<file path="src/rtl/hack_run_ctl_if.sv">
// ---------------------------------------------------------------------------
// hack_run_ctl_if
// Signal bundle between the run/debug controller and its surroundings
// (top level, debug UART bridge and the Hack cpu).
//
// Handshake semantics: every *_req / *_reset / clr_cnt / wdt_kick signal is a
// one-cycle pulse sampled on the rising clock edge; dbg_req is a level that
// the debug master holds for as long as it wants the memory port, and it may
// only touch memory while dbg_gnt is high.
//
// Modports:
//   slave  - the controller (requests in, cpu control and status out)
//   master - the requester side (requests out, cpu control and status in)
// ---------------------------------------------------------------------------
interface hack_run_ctl_if #(
  parameter int CNT_W = 32
) ();
  logic             soft_reset;
  logic             run_req;
  logic             halt_req;
  logic             step_req;
  logic             bp_en;
  logic [15:0]      bp_addr;
  logic [15:0]      pc;
  logic             clr_cnt;
  logic             dbg_req;
  logic             wdt_kick;
  logic             cpu_reset;
  logic             cpu_en;
  logic             dbg_gnt;
  logic             mem_sel;
  logic             halted;
  logic [2:0]       halt_cause;
  logic [CNT_W-1:0] cycle_cnt;

  modport slave (
    input  soft_reset, run_req, halt_req, step_req, bp_en, bp_addr, pc,
           clr_cnt, dbg_req, wdt_kick,
    output cpu_reset, cpu_en, dbg_gnt, mem_sel, halted, halt_cause, cycle_cnt
  );

  modport master (
    output soft_reset, run_req, halt_req, step_req, bp_en, bp_addr, pc,
           clr_cnt, dbg_req, wdt_kick,
    input  cpu_reset, cpu_en, dbg_gnt, mem_sel, halted, halt_cause, cycle_cnt
  );
endinterface

</file>
<file path="src/rtl/hack_run_ctl.sv">
// ---------------------------------------------------------------------------
// hack_run_ctl
// Run/debug controller for the Hack cpu core. Sequences the core reset,
// gates execution through cpu_en, halts on request or on a PC breakpoint,
// single-steps, and hands the data-memory port to a debug master while the
// core is halted.
//
// Ports:
//   clk         system clock
//   reset_n     asynchronous active-low reset
//   bus         hack_run_ctl_if.slave (requests, breakpoint, pc in;
//               cpu_reset, cpu_en, dbg_gnt, mem_sel, halted, halt_cause,
//               cycle_cnt out)
//   o_dbg_state current FSM state (0 BOOT, 1 RUN, 2 HALT, 3 STEP)
//
// Optional feature macro: HACK_RUN_CTL_WDT_EN
//   Defined   - a watchdog counts RUN cycles and halts the core with cause 4
//               after WDT_LIMIT cycles without a wdt_kick.
//   Undefined - no watchdog; wdt_kick is ignored.
// ---------------------------------------------------------------------------
module hack_run_ctl #(
  parameter int RST_CYCLES = 4,
  parameter int AUTORUN    = 1,
  parameter int CNT_W      = 32,
  parameter int WDT_LIMIT  = 65535
) (
  input  logic                clk,
  input  logic                reset_n,
  hack_run_ctl_if.slave       bus,
  output logic [1:0]          o_dbg_state
);

  typedef enum logic [1:0] {
    ST_BOOT = 2'd0,
    ST_RUN  = 2'd1,
    ST_HALT = 2'd2,
    ST_STEP = 2'd3
  } state_t;

  localparam int          BOOT_W      = (RST_CYCLES > 1) ? $clog2(RST_CYCLES) : 1;
  localparam logic [BOOT_W-1:0] BOOT_RELOAD = BOOT_W'(RST_CYCLES - 1);

  localparam logic [2:0] CAUSE_BOOT = 3'd0;
  localparam logic [2:0] CAUSE_HREQ = 3'd1;
  localparam logic [2:0] CAUSE_BP   = 3'd2;
  localparam logic [2:0] CAUSE_STEP = 3'd3;
  localparam logic [2:0] CAUSE_WDT  = 3'd4;

  state_t             r_state;
  logic [BOOT_W-1:0]  r_boot_cnt;
  logic               r_cpu_reset;
  logic               r_halted;
  logic               r_dbg_gnt;
  logic               r_mem_sel;
  logic [2:0]         r_cause;
  logic [CNT_W-1:0]   r_cycle_cnt;
  logic               r_bp_skip;

  state_t             w_next_state;
  logic [2:0]         w_next_cause;
  logic               w_bp_hit;
  logic               w_cpu_en;
  logic               w_wdt_exp;

  // -------------------------------------------------------------------------
  // Watchdog
  // -------------------------------------------------------------------------
`ifdef HACK_RUN_CTL_WDT_EN
  localparam int WDT_W = $clog2(WDT_LIMIT + 1);

  logic [WDT_W-1:0] r_wdt;

  // Held at zero outside RUN, so every entry into RUN starts from zero.
  always_ff @(posedge clk or negedge reset_n) begin
    if (!reset_n) begin
      r_wdt <= '0;
    end else if (r_state != ST_RUN || bus.wdt_kick) begin
      r_wdt <= '0;
    end else begin
      r_wdt <= r_wdt + 1'b1;
    end
  end

  // Last allowed RUN cycle; a kick in that same cycle still rescues it.
  assign w_wdt_exp = (r_state == ST_RUN) &&
                     (r_wdt == WDT_W'(WDT_LIMIT - 1)) && !bus.wdt_kick;
`else
  localparam int LP_UNUSED_WDT_LIMIT = WDT_LIMIT;
  logic w_unused_wdt_kick;
  assign w_unused_wdt_kick = bus.wdt_kick;
  assign w_wdt_exp         = 1'b0;
`endif

  // -------------------------------------------------------------------------
  // Breakpoint and execute enable
  // -------------------------------------------------------------------------
  // bp_skip lets a resume from HALT execute the instruction sitting at the
  // breakpoint address instead of re-hitting it immediately.
  assign w_bp_hit = bus.bp_en && (bus.pc == bus.bp_addr) && !r_bp_skip;

  always_comb begin
    w_cpu_en = 1'b0;
    case (r_state)
      ST_BOOT: w_cpu_en = 1'b1;          // cpu must sample its sync reset
      ST_RUN:  w_cpu_en = !w_bp_hit;     // breakpoint suppresses this insn
      ST_HALT: w_cpu_en = 1'b0;
      ST_STEP: w_cpu_en = 1'b1;          // breakpoints ignored while stepping
      default: w_cpu_en = 1'b0;
    endcase
  end

  // -------------------------------------------------------------------------
  // Next-state logic
  // -------------------------------------------------------------------------
  always_comb begin
    w_next_state = r_state;
    w_next_cause = r_cause;
    if (bus.soft_reset) begin
      w_next_state = ST_BOOT;
    end else begin
      case (r_state)
        ST_BOOT: begin
          if (r_boot_cnt == '0) begin
            if (AUTORUN != 0) begin
              w_next_state = ST_RUN;
            end else begin
              w_next_state = ST_HALT;
              w_next_cause = CAUSE_BOOT;
            end
          end
        end
        ST_RUN: begin
          // Priority: breakpoint, then halt_req, then watchdog.
          if (w_bp_hit) begin
            w_next_state = ST_HALT;
            w_next_cause = CAUSE_BP;
          end else if (bus.halt_req) begin
            w_next_state = ST_HALT;
            w_next_cause = CAUSE_HREQ;
          end else if (w_wdt_exp) begin
            w_next_state = ST_HALT;
            w_next_cause = CAUSE_WDT;
          end
        end
        ST_HALT: begin
          // The core stays parked while the debug master owns memory.
          if (!r_dbg_gnt) begin
            if (bus.run_req) begin
              w_next_state = ST_RUN;
            end else if (bus.step_req) begin
              w_next_state = ST_STEP;
            end
          end
        end
        ST_STEP: begin
          w_next_state = ST_HALT;
          w_next_cause = CAUSE_STEP;
        end
        default: begin
          w_next_state = ST_BOOT;
        end
      endcase
    end
  end

  // -------------------------------------------------------------------------
  // State and registered outputs
  // -------------------------------------------------------------------------
  always_ff @(posedge clk or negedge reset_n) begin
    if (!reset_n) begin
      r_state     <= ST_BOOT;
      r_boot_cnt  <= BOOT_RELOAD;
      r_cpu_reset <= 1'b1;
      r_halted    <= 1'b0;
      r_dbg_gnt   <= 1'b0;
      r_mem_sel   <= 1'b0;
      r_cause     <= CAUSE_BOOT;
      r_cycle_cnt <= '0;
      r_bp_skip   <= 1'b0;
    end else begin
      r_state     <= w_next_state;
      r_cpu_reset <= (w_next_state == ST_BOOT);
      r_halted    <= (w_next_state == ST_HALT);
      r_cause     <= w_next_cause;

      if (bus.soft_reset) begin
        r_boot_cnt <= BOOT_RELOAD;
      end else if (r_state == ST_BOOT && r_boot_cnt != '0) begin
        r_boot_cnt <= r_boot_cnt - 1'b1;
      end

      // Grant only while the core is and stays halted, so it can never
      // overlap an enabled cpu cycle. soft_reset leaves HALT and so drops it.
      r_dbg_gnt <= (r_state == ST_HALT) && (w_next_state == ST_HALT) &&
                   bus.dbg_req;
      r_mem_sel <= (r_state == ST_HALT) && (w_next_state == ST_HALT) &&
                   bus.dbg_req;

      // Armed for exactly the first RUN cycle after a resume.
      r_bp_skip <= (r_state == ST_HALT) && (w_next_state == ST_RUN);

      if (bus.clr_cnt) begin
        r_cycle_cnt <= '0;
      end else if (w_cpu_en && r_state != ST_BOOT && r_cycle_cnt != '1) begin
        r_cycle_cnt <= r_cycle_cnt + 1'b1;
      end
    end
  end

  assign bus.cpu_reset  = r_cpu_reset;
  assign bus.cpu_en     = w_cpu_en;
  assign bus.dbg_gnt    = r_dbg_gnt;
  assign bus.mem_sel    = r_mem_sel;
  assign bus.halted     = r_halted;
  assign bus.halt_cause = r_cause;
  assign bus.cycle_cnt  = r_cycle_cnt;
  assign o_dbg_state    = r_state;

endmodule

</file>
<file path="src/flat_wrapper.sv">
// flat-port wrapper written by rule: the top's interface ports become plain ports
module hack_run_ctl_flat 
#(
  parameter int RST_CYCLES = 4,
  parameter int AUTORUN    = 1,
  parameter int CNT_W      = 32,
  parameter int WDT_LIMIT  = 65535
)
  (clk, reset_n, o_dbg_state, bus_soft_reset, bus_run_req, bus_halt_req, bus_step_req, bus_bp_en, bus_bp_addr, bus_pc, bus_clr_cnt, bus_dbg_req, bus_wdt_kick, bus_cpu_reset, bus_cpu_en, bus_dbg_gnt, bus_mem_sel, bus_halted, bus_halt_cause, bus_cycle_cnt);
  hack_run_ctl_if #(.CNT_W(CNT_W)) bus_i ();
  input  logic clk;
  input  logic reset_n;
  output logic [1:0] o_dbg_state;
  input wire logic [$bits(bus_i.soft_reset)-1:0] bus_soft_reset;
  input wire logic [$bits(bus_i.run_req)-1:0] bus_run_req;
  input wire logic [$bits(bus_i.halt_req)-1:0] bus_halt_req;
  input wire logic [$bits(bus_i.step_req)-1:0] bus_step_req;
  input wire logic [$bits(bus_i.bp_en)-1:0] bus_bp_en;
  input wire logic [$bits(bus_i.bp_addr)-1:0] bus_bp_addr;
  input wire logic [$bits(bus_i.pc)-1:0] bus_pc;
  input wire logic [$bits(bus_i.clr_cnt)-1:0] bus_clr_cnt;
  input wire logic [$bits(bus_i.dbg_req)-1:0] bus_dbg_req;
  input wire logic [$bits(bus_i.wdt_kick)-1:0] bus_wdt_kick;
  output wire logic [$bits(bus_i.cpu_reset)-1:0] bus_cpu_reset;
  output wire logic [$bits(bus_i.cpu_en)-1:0] bus_cpu_en;
  output wire logic [$bits(bus_i.dbg_gnt)-1:0] bus_dbg_gnt;
  output wire logic [$bits(bus_i.mem_sel)-1:0] bus_mem_sel;
  output wire logic [$bits(bus_i.halted)-1:0] bus_halted;
  output wire logic [$bits(bus_i.halt_cause)-1:0] bus_halt_cause;
  output wire logic [$bits(bus_i.cycle_cnt)-1:0] bus_cycle_cnt;
  assign bus_i.soft_reset = bus_soft_reset;
  assign bus_i.run_req = bus_run_req;
  assign bus_i.halt_req = bus_halt_req;
  assign bus_i.step_req = bus_step_req;
  assign bus_i.bp_en = bus_bp_en;
  assign bus_i.bp_addr = bus_bp_addr;
  assign bus_i.pc = bus_pc;
  assign bus_i.clr_cnt = bus_clr_cnt;
  assign bus_i.dbg_req = bus_dbg_req;
  assign bus_i.wdt_kick = bus_wdt_kick;
  assign bus_cpu_reset = bus_i.cpu_reset;
  assign bus_cpu_en = bus_i.cpu_en;
  assign bus_dbg_gnt = bus_i.dbg_gnt;
  assign bus_mem_sel = bus_i.mem_sel;
  assign bus_halted = bus_i.halted;
  assign bus_halt_cause = bus_i.halt_cause;
  assign bus_cycle_cnt = bus_i.cycle_cnt;
  hack_run_ctl #(.RST_CYCLES(RST_CYCLES), .AUTORUN(AUTORUN), .CNT_W(CNT_W), .WDT_LIMIT(WDT_LIMIT)) u_core (.clk(clk), .reset_n(reset_n), .bus(bus_i), .o_dbg_state(o_dbg_state));
endmodule
</file>
<file path="config.mk">
export PLATFORM = sky130hd
export DESIGN_NAME = hack_run_ctl_flat
export DESIGN_NICKNAME = d
export VERILOG_FILES = /design/src/rtl/hack_run_ctl_if.sv /design/src/rtl/hack_run_ctl.sv /design/src/flat_wrapper.sv
export SDC_FILE = /design/constraint.sdc
export NUM_CORES = 1
export LEC_CHECK = 0
export BUFFER_PORTS_ARGS = -buffer_cell sky130_fd_sc_hd__buf_2
export CORE_UTILIZATION = 46
export CTS_CLUSTER_DIAMETER = 80
export DETAILED_ROUTE_END_ITERATION = 8
export PLACE_DENSITY_LB_ADDON = 0.12
export SKIP_LAST_GASP = 1
export SLEW_MARGIN = 20
export SYNTH_ARGS = -nofsm -noshare
export SYNTH_HDL_FRONTEND = slang
export SYNTH_SLANG_ARGS = --single-unit
export TNS_END_PERCENT = 5
</file>
<file path="constraint.sdc">
create_clock -name clk -period 2.3 [get_ports clk]
set_input_delay 0.115 -clock clk [delete_from_list [all_inputs] [get_ports clk]]
set_output_delay 0.115 -clock clk [all_outputs]
set_load 0.1 [all_outputs]
</file>
# Word level (Yosys, flattened, before mapping)
# Cells that the tools add are included.
totals:
  ff_bits: 43
  latchBits: 0
  ramBits: 0
  romBits: 0
  inputBits: 42
  output_inout_bits: 42
  word_cells: 55
  n_memories: 0
classes:
  add_sub_neg: 2
  multipliers: 0
  n_div: 0
  order_cmp: 0
  eq_ne: 8
  shifts: 0
  muxes: 16
  bitwise: 1
  n_reduce_logical: 20
op_table:
  columns: ["op", "n"]
  rows:
  - ["$mux W32", 2]
  - ["$add A32 B1 Y32 const B", 1]
  - ["$ne A32 B32 Y1 const B", 1]
  - ["$mux W2", 9]
  - ["$eq A16 B16 Y1", 1]
  - ["$reduce_bool A2 Y1", 5]
  - ["$logic_and A1 B1 Y1", 8]
  - ["$pmux W2 S4", 1]
  - ["$eq A2 B2 Y1 const B", 3]
  - ["$logic_not A2 Y1", 3]
  - ["$mux W3", 2]
  - ["$pmux W3 S2", 1]
  - ["$eq A2 B1 Y1 const B", 2]
  - ["$ne A3 B2 Y1 const B", 1]
  - ["$pmux W1 S3", 1]
  - ["$reduce_and A3 Y1", 1]
  - ["$logic_not A1 Y1", 2]
  - ["$reduce_or A2 Y1", 1]
  - ["$sub A2 B1 Y2 const B", 1]
  - ["$not A1 Y1", 1]

# Longest topological paths before layout
logic_depth:
  depth_word: 9
  ltp_mapped: 10
  ltp_nobuf: 8

# Worst setup path after synthesis
# Ideal clock, no wire load.
synth_path:
  kind: "register -> output"
  startpoint: "reg u_core.r_state[0] (netlist: u_core.o_dbg_state[0])"
  endpoint: "out bus_cpu_en"
  arrival_time_ns: 3.065
  t_required_ns: 2.185
  path_slack_ns: -0.880
  stages_incl_launch_ff: 5
  path_buffers: 0
  cell_sequence: "dfrtp_1 -> inv_1 -> ha_1 -> nor2b_1 -> a21oi_1"
synth_between:
  elab_chain_len: 3
  word_cells_on_any_way: 6
  cone_classes: "eq/ne (3); mux (1); reduce/logical (2)"
synth_rtl:
  columns: ["item", "line", "rtl"]
  rows:
  - ["start: declaration", "hack_run_ctl.sv:49", "state_t r_state;"]
  - ["start signal: assignment", "hack_run_ctl.sv:181", "r_state <= w_next_state;"]
  - ["$eq A2 B2 Y1 or $logic_not A2 Y1 (tied branches)", "hack_run_ctl.sv:103", "case (r_state)"]
  - ["$reduce_or A2 Y1 (no source line)", null, null]
  - ["$pmux W1 S3 *", "hack_run_ctl.sv:103", null]
  - ["end: declaration", "flat_wrapper.sv:25", "output wire logic [$bits(bus_i.cpu_en)-1:0] bus_cpu_en;"]
# Every way passes the cells marked *; elsewhere a longest branch is shown, timed or not.

# Final worst setup path
layout_path:
  startpoint: "reg u_core.r_state[1] (netlist: u_core.o_dbg_state[1])"
  endpoint: "reg u_core.r_cycle_cnt[31] (netlist: u_core.bus.cycle_cnt[31])"
layout_between:
  elab_chain_len: 6
  word_cells_on_any_way: 10
  cone_classes: "eq/ne (3); mux (1); reduce/logical (6)"
layout_rtl:
  columns: ["item", "line", "rtl"]
  rows:
  - ["$eq A2 B2 Y1 or $logic_not A2 Y1 (tied branches)", "hack_run_ctl.sv:103", null]
  - ["$reduce_or A2 Y1 (no source line)", null, null]
  - ["$pmux W1 S3", "hack_run_ctl.sv:103", null]
  - ["$logic_and A1 B1 Y1 * (2 in series)", "hack_run_ctl.sv:204", "end else if (w_cpu_en && r_state != ST_BOOT && r_cycle_cnt != '1) begin"]
  - ["$reduce_bool A2 Y1 (no source line) *", null, null]
  - ["end signal: assignment", "hack_run_ctl.sv:205", "r_cycle_cnt <= r_cycle_cnt + 1'b1;"]
  - ["end: declaration", "hack_run_ctl.sv:56", "logic [CNT_W-1:0] r_cycle_cnt;"]
# Marked as above.
# A chain may end at the register's enable or synchronous reset.

==> impl_metrics.py <==
metrics = {
    "status": {
        "outcome": "complete, but fails checks",
        "violations": "negative setup slack",
    },
    "worst_hold_path": {
        "holdPathStages": 3,
        "worst_hold_path_type": "input pin to register",
        "min_to": "u_core.bus.dbg_gnt",
        "hp-start": "bus_dbg_req",
    },
    "critical_path": {
        "crit_buf_inv": 1,
        "cpMaxStageDelayCell": "dfrtp_4",
        "start_kind": "register",
        "path_cells": "inv_4 -> ha_1 -> nor2b_4 -> or3_4 -> a2111oi_4 -> o31ai_4 -> or4_1 -> a21oi_1",
        "critPathKind": "register to register",
        "slowest_delay_ps": 490,
        "path_delay_family": "simple AND/OR/NAND/NOR gates",
        "arrival_ps": 2610,
        "cp_max_fo": 4,
        "worst-r2r-setup-slack_ps": -90,
        "timing.rr.end": "u_core.bus.cycle_cnt[31]",
        "crit_required_ps": 2520,
        "r2r_start": "u_core.o_dbg_state[1]",
        "end_kind": "register",
        "worstRegToRegCells": 8,
    },
    "synth": {
        "synthCells": 299,
        "ys_seq_area_frac": 0.395,
        "synth_area_per_cell_um2": 8.94,
        "ys.warnings.count": 0,
        "synthFlopType": "dfrtp_1",
        "synth.area.top_cells": "dfrtp_1 37%, or4_1 6.5%, o31ai_1 6.2%",
        "ys_seq_elements": 42,
        "synth_edf_count": 0,
        "async_flop_share": 1.00,
        "synth_cell_types": 47,
        "synth_area_um2": 2670,
        "synthesis.nets": 347,
        "synth_top_area_frac": 0.365,
        "yosysTopAreaCell": "dfrtp_1",
    },
    "global_routing": {
        "grt_max_degree": 38,
        "grt-ovfl-total": 0,
        "grt_usage": 0.252,
        "antenna_found_initial": 0,
        "met3_usage": 0.0395,
        "grtUsageMet2": 0.418,
        "grt_pass1_vias": 2492,
        "busiest_layer": "met2",
        "use_met1": 0.332,
        "grt_pass1_wl_um": 12100,
    },
    "final_layout": {
        "register_area_um2": 1100,
        "area_growth_syn_to_layout_pct": 31.4,
        "drive_above_1_share": 0.403,
        "final_cells": 472,
        "multiInputGateArea_um2": 1540,
        "final_common_cell": "buf_2",
        "final_nets": 447,
        "layout_common_cells": "81 x buf_2, 28 x a21oi_1, 26 x buf_4",
        "final_util": 0.634,
        "fill_cells": 513,
        "antenna_cells": 0,
    },
    "cts": {
        "clock_latency_ps": 300,
        "cts_tree": "built",
        "cts_root_buf": "clkbuf_8",
        "clkSlewWorstSetupHoldPaths_ps": 80,
        "cts_sinks": 42,
        "htree_levels": 2,
        "clk_path_buf_depth": 2,
        "numCtsBuffers": 5,
    },
    "placement": {
        "gp_congestion": 0.746,
        "dp_hpwl_um": 5220,
        "dp_cells": 459,
        "io_buffers": 81,
        "place_ws_ps": -205,
    },
    "power_and_ir_drop": {
        "ir_drop_uv": 803,
        "pwr-share-seq": 0.348,
        "finalPower_mw": 2.48,
        "swShare": 0.440,
        "powerDensity_nw_per_um2": 705,
        "p_sw_mw": 1.09,
        "comb_power_share": 0.447,
        "clock_power_share": 0.205,
        "leakagePower_nw": 1.52,
        "p_int_mw": 1.39,
    },
    "detailed_routing": {
        "drc": 0,
        "drtPass1Iterations": 5,
        "vias": 2722,
        "routed_wl_um": 7220,
        "avgRoutedWirePerCell_um": 15.3,
        "initialDrtViolationCount": 117,
        "ant_nets": 0,
        "vias_per_cell": 5.77,
    },
    "sta": {
        "fmax_mhz": 419,
        "grt_setup_unrepaired": "true",
        "finalCriticalPeriod_ps": 2390,
        "hold_violations": 0,
        "finalSetupViolations": 7,
        "finalCritPeriodShare": 1.04,
        "max_slew_margin": 0.555,
        "worst_pin_slew_ps": 667,
        "slew_viol_final": 0,
        "worst_slack_ps": -89.4,
        "final.setup.tns_ps": -422,
        "fin_skew_ps": 5.65,
    },
    "die": {
        "ios": 84,
        "die_h_um": 78.2,
        "coreArea_um2": 5540,
        "fp-row-count": 27,
        "die_x_um": 78.2,
        "start_util": 0.482,
        "die_area_um2": 6120,
    },
    "run": {
        "max-cap-violations": 0,
    },
}
==> layer usage <==
layer  wire length [um]  up-vias
li1                   -     1319
met1               3210     1317
met2               3570       77
met3                336        9
met4                106        0
met5                  0        -
==> kinds of logic after synthesis <==
| group | count (synthesis) | share of synthesized area |
|---|---|---|
| AO/OA/AOI/OAI | 72 | 0.176 |
| buffers and inverters | 28 | 0.0496 |
| XOR/XNOR | 18 | 0.0590 |
| AND/OR/NAND/NOR | 128 | 0.275 |
| multiplexers | 4 | 0.0164 |
| adder cells (fa/ha/maj) | 6 | 0.0281 |
| flip-flops | 42 | 0.395 |
| other | 1 | 0.00140 |
==> worst reg2reg max path: cells and delay by family, from the launching register on <==
kind | cells | cell delay (ps)
AND/OR/NAND/NOR | 3 | 960
buffers and inverters | 1 | 70
AO/OA/AOI/OAI | 3 | 550
adder cells (fa/ha/maj) | 1 | 230
flip-flops | 1 | 490
==> timing repair <==
action                                 CTS  global route
setup endpoints to repair                8            30
endpoints found under the hold margin   21             0
hold buffers                             1             0
gates resized for setup                  2             1
setup buffers                            3             0
pin swaps                                4             0
gates cloned                             1             0
==> per-stage QoR <==
step,instance area (um^2),hold slack [ps]
after global placement,3360,169
after global routing,3510,46.8
after CTS,3510,39.9
after detailed placement,3360,172
after floorplan,2740,-181
final,3510,38.7
==> area by class of cell <==
class	count	area share
multi-input cells	230	0.438
well taps	72	0.0257
repair buffers	110	0.185
flip-flops and latches	42	0.313
clock buffers	8	0.0257
inverters	10	0.0125
==> power groups by stage <==
| stage | Clock [mW] | Sequential [mW] | Combinational [mW] |
|---|---|---|---|
| finish | 0.507 | 0.862 | 1.11 |
| global placement | 0 | 0.871 | 1.07 |
| floorplan | 0 | 1.20 | 0.457 |
| global route | 0.538 | 0.872 | 1.19 |
| detailed placement | 0 | 0.875 | 1.09 |
| CTS | 0.513 | 0.863 | 1.11 |
==> state kept, by name (all words and copies together), names as in the netlist <==
register,count
u_core.bus.halt_cause,2
u_core.bus.cycle_cnt,32
u_core.bus.halted,1
u_core.bus.dbg_gnt,1
u_core.bus.cpu_reset,1
u_core.r_bp_skip,1
u_core.o_dbg_state,2
u_core.r_boot_cnt,2
==> synthesized netlist by cell type, types with 7 or more instances <==
library cell and n:
o21ai_1 8, o31ai_1 22, nor2_1 22, a21oi_1 29, nand4_1 7, clkbuf_1 10, nand3_1 16, inv_1 10
dfrtp_1 39, or4_1 23, nand2_1 18, xor2_1 16
==> how the worst max path moves through the flow <==
| stage | endpoint | cells after the start | slack [ps] | start |
|---|---|---|---|---|
| floorplan | u_core.bus.cycle_cnt[25] | 9 | -280 | u_core.o_dbg_state[1] |
| global placement | u_core.bus.cycle_cnt[31] | 8 | -140 | u_core.o_dbg_state[1] |
| detailed placement | u_core.bus.cycle_cnt[31] | 8 | -200 | u_core.o_dbg_state[1] |
| CTS | u_core.bus.cycle_cnt[31] | 8 | -100 | u_core.o_dbg_state[1] |
| global route | u_core.bus.cycle_cnt[31] | 8 | -190 | u_core.o_dbg_state[1] |
| finish | u_core.bus.cycle_cnt[31] | 8 | -90 | u_core.o_dbg_state[1] |
No activity file was read; power rests on OpenSTA's default activity.
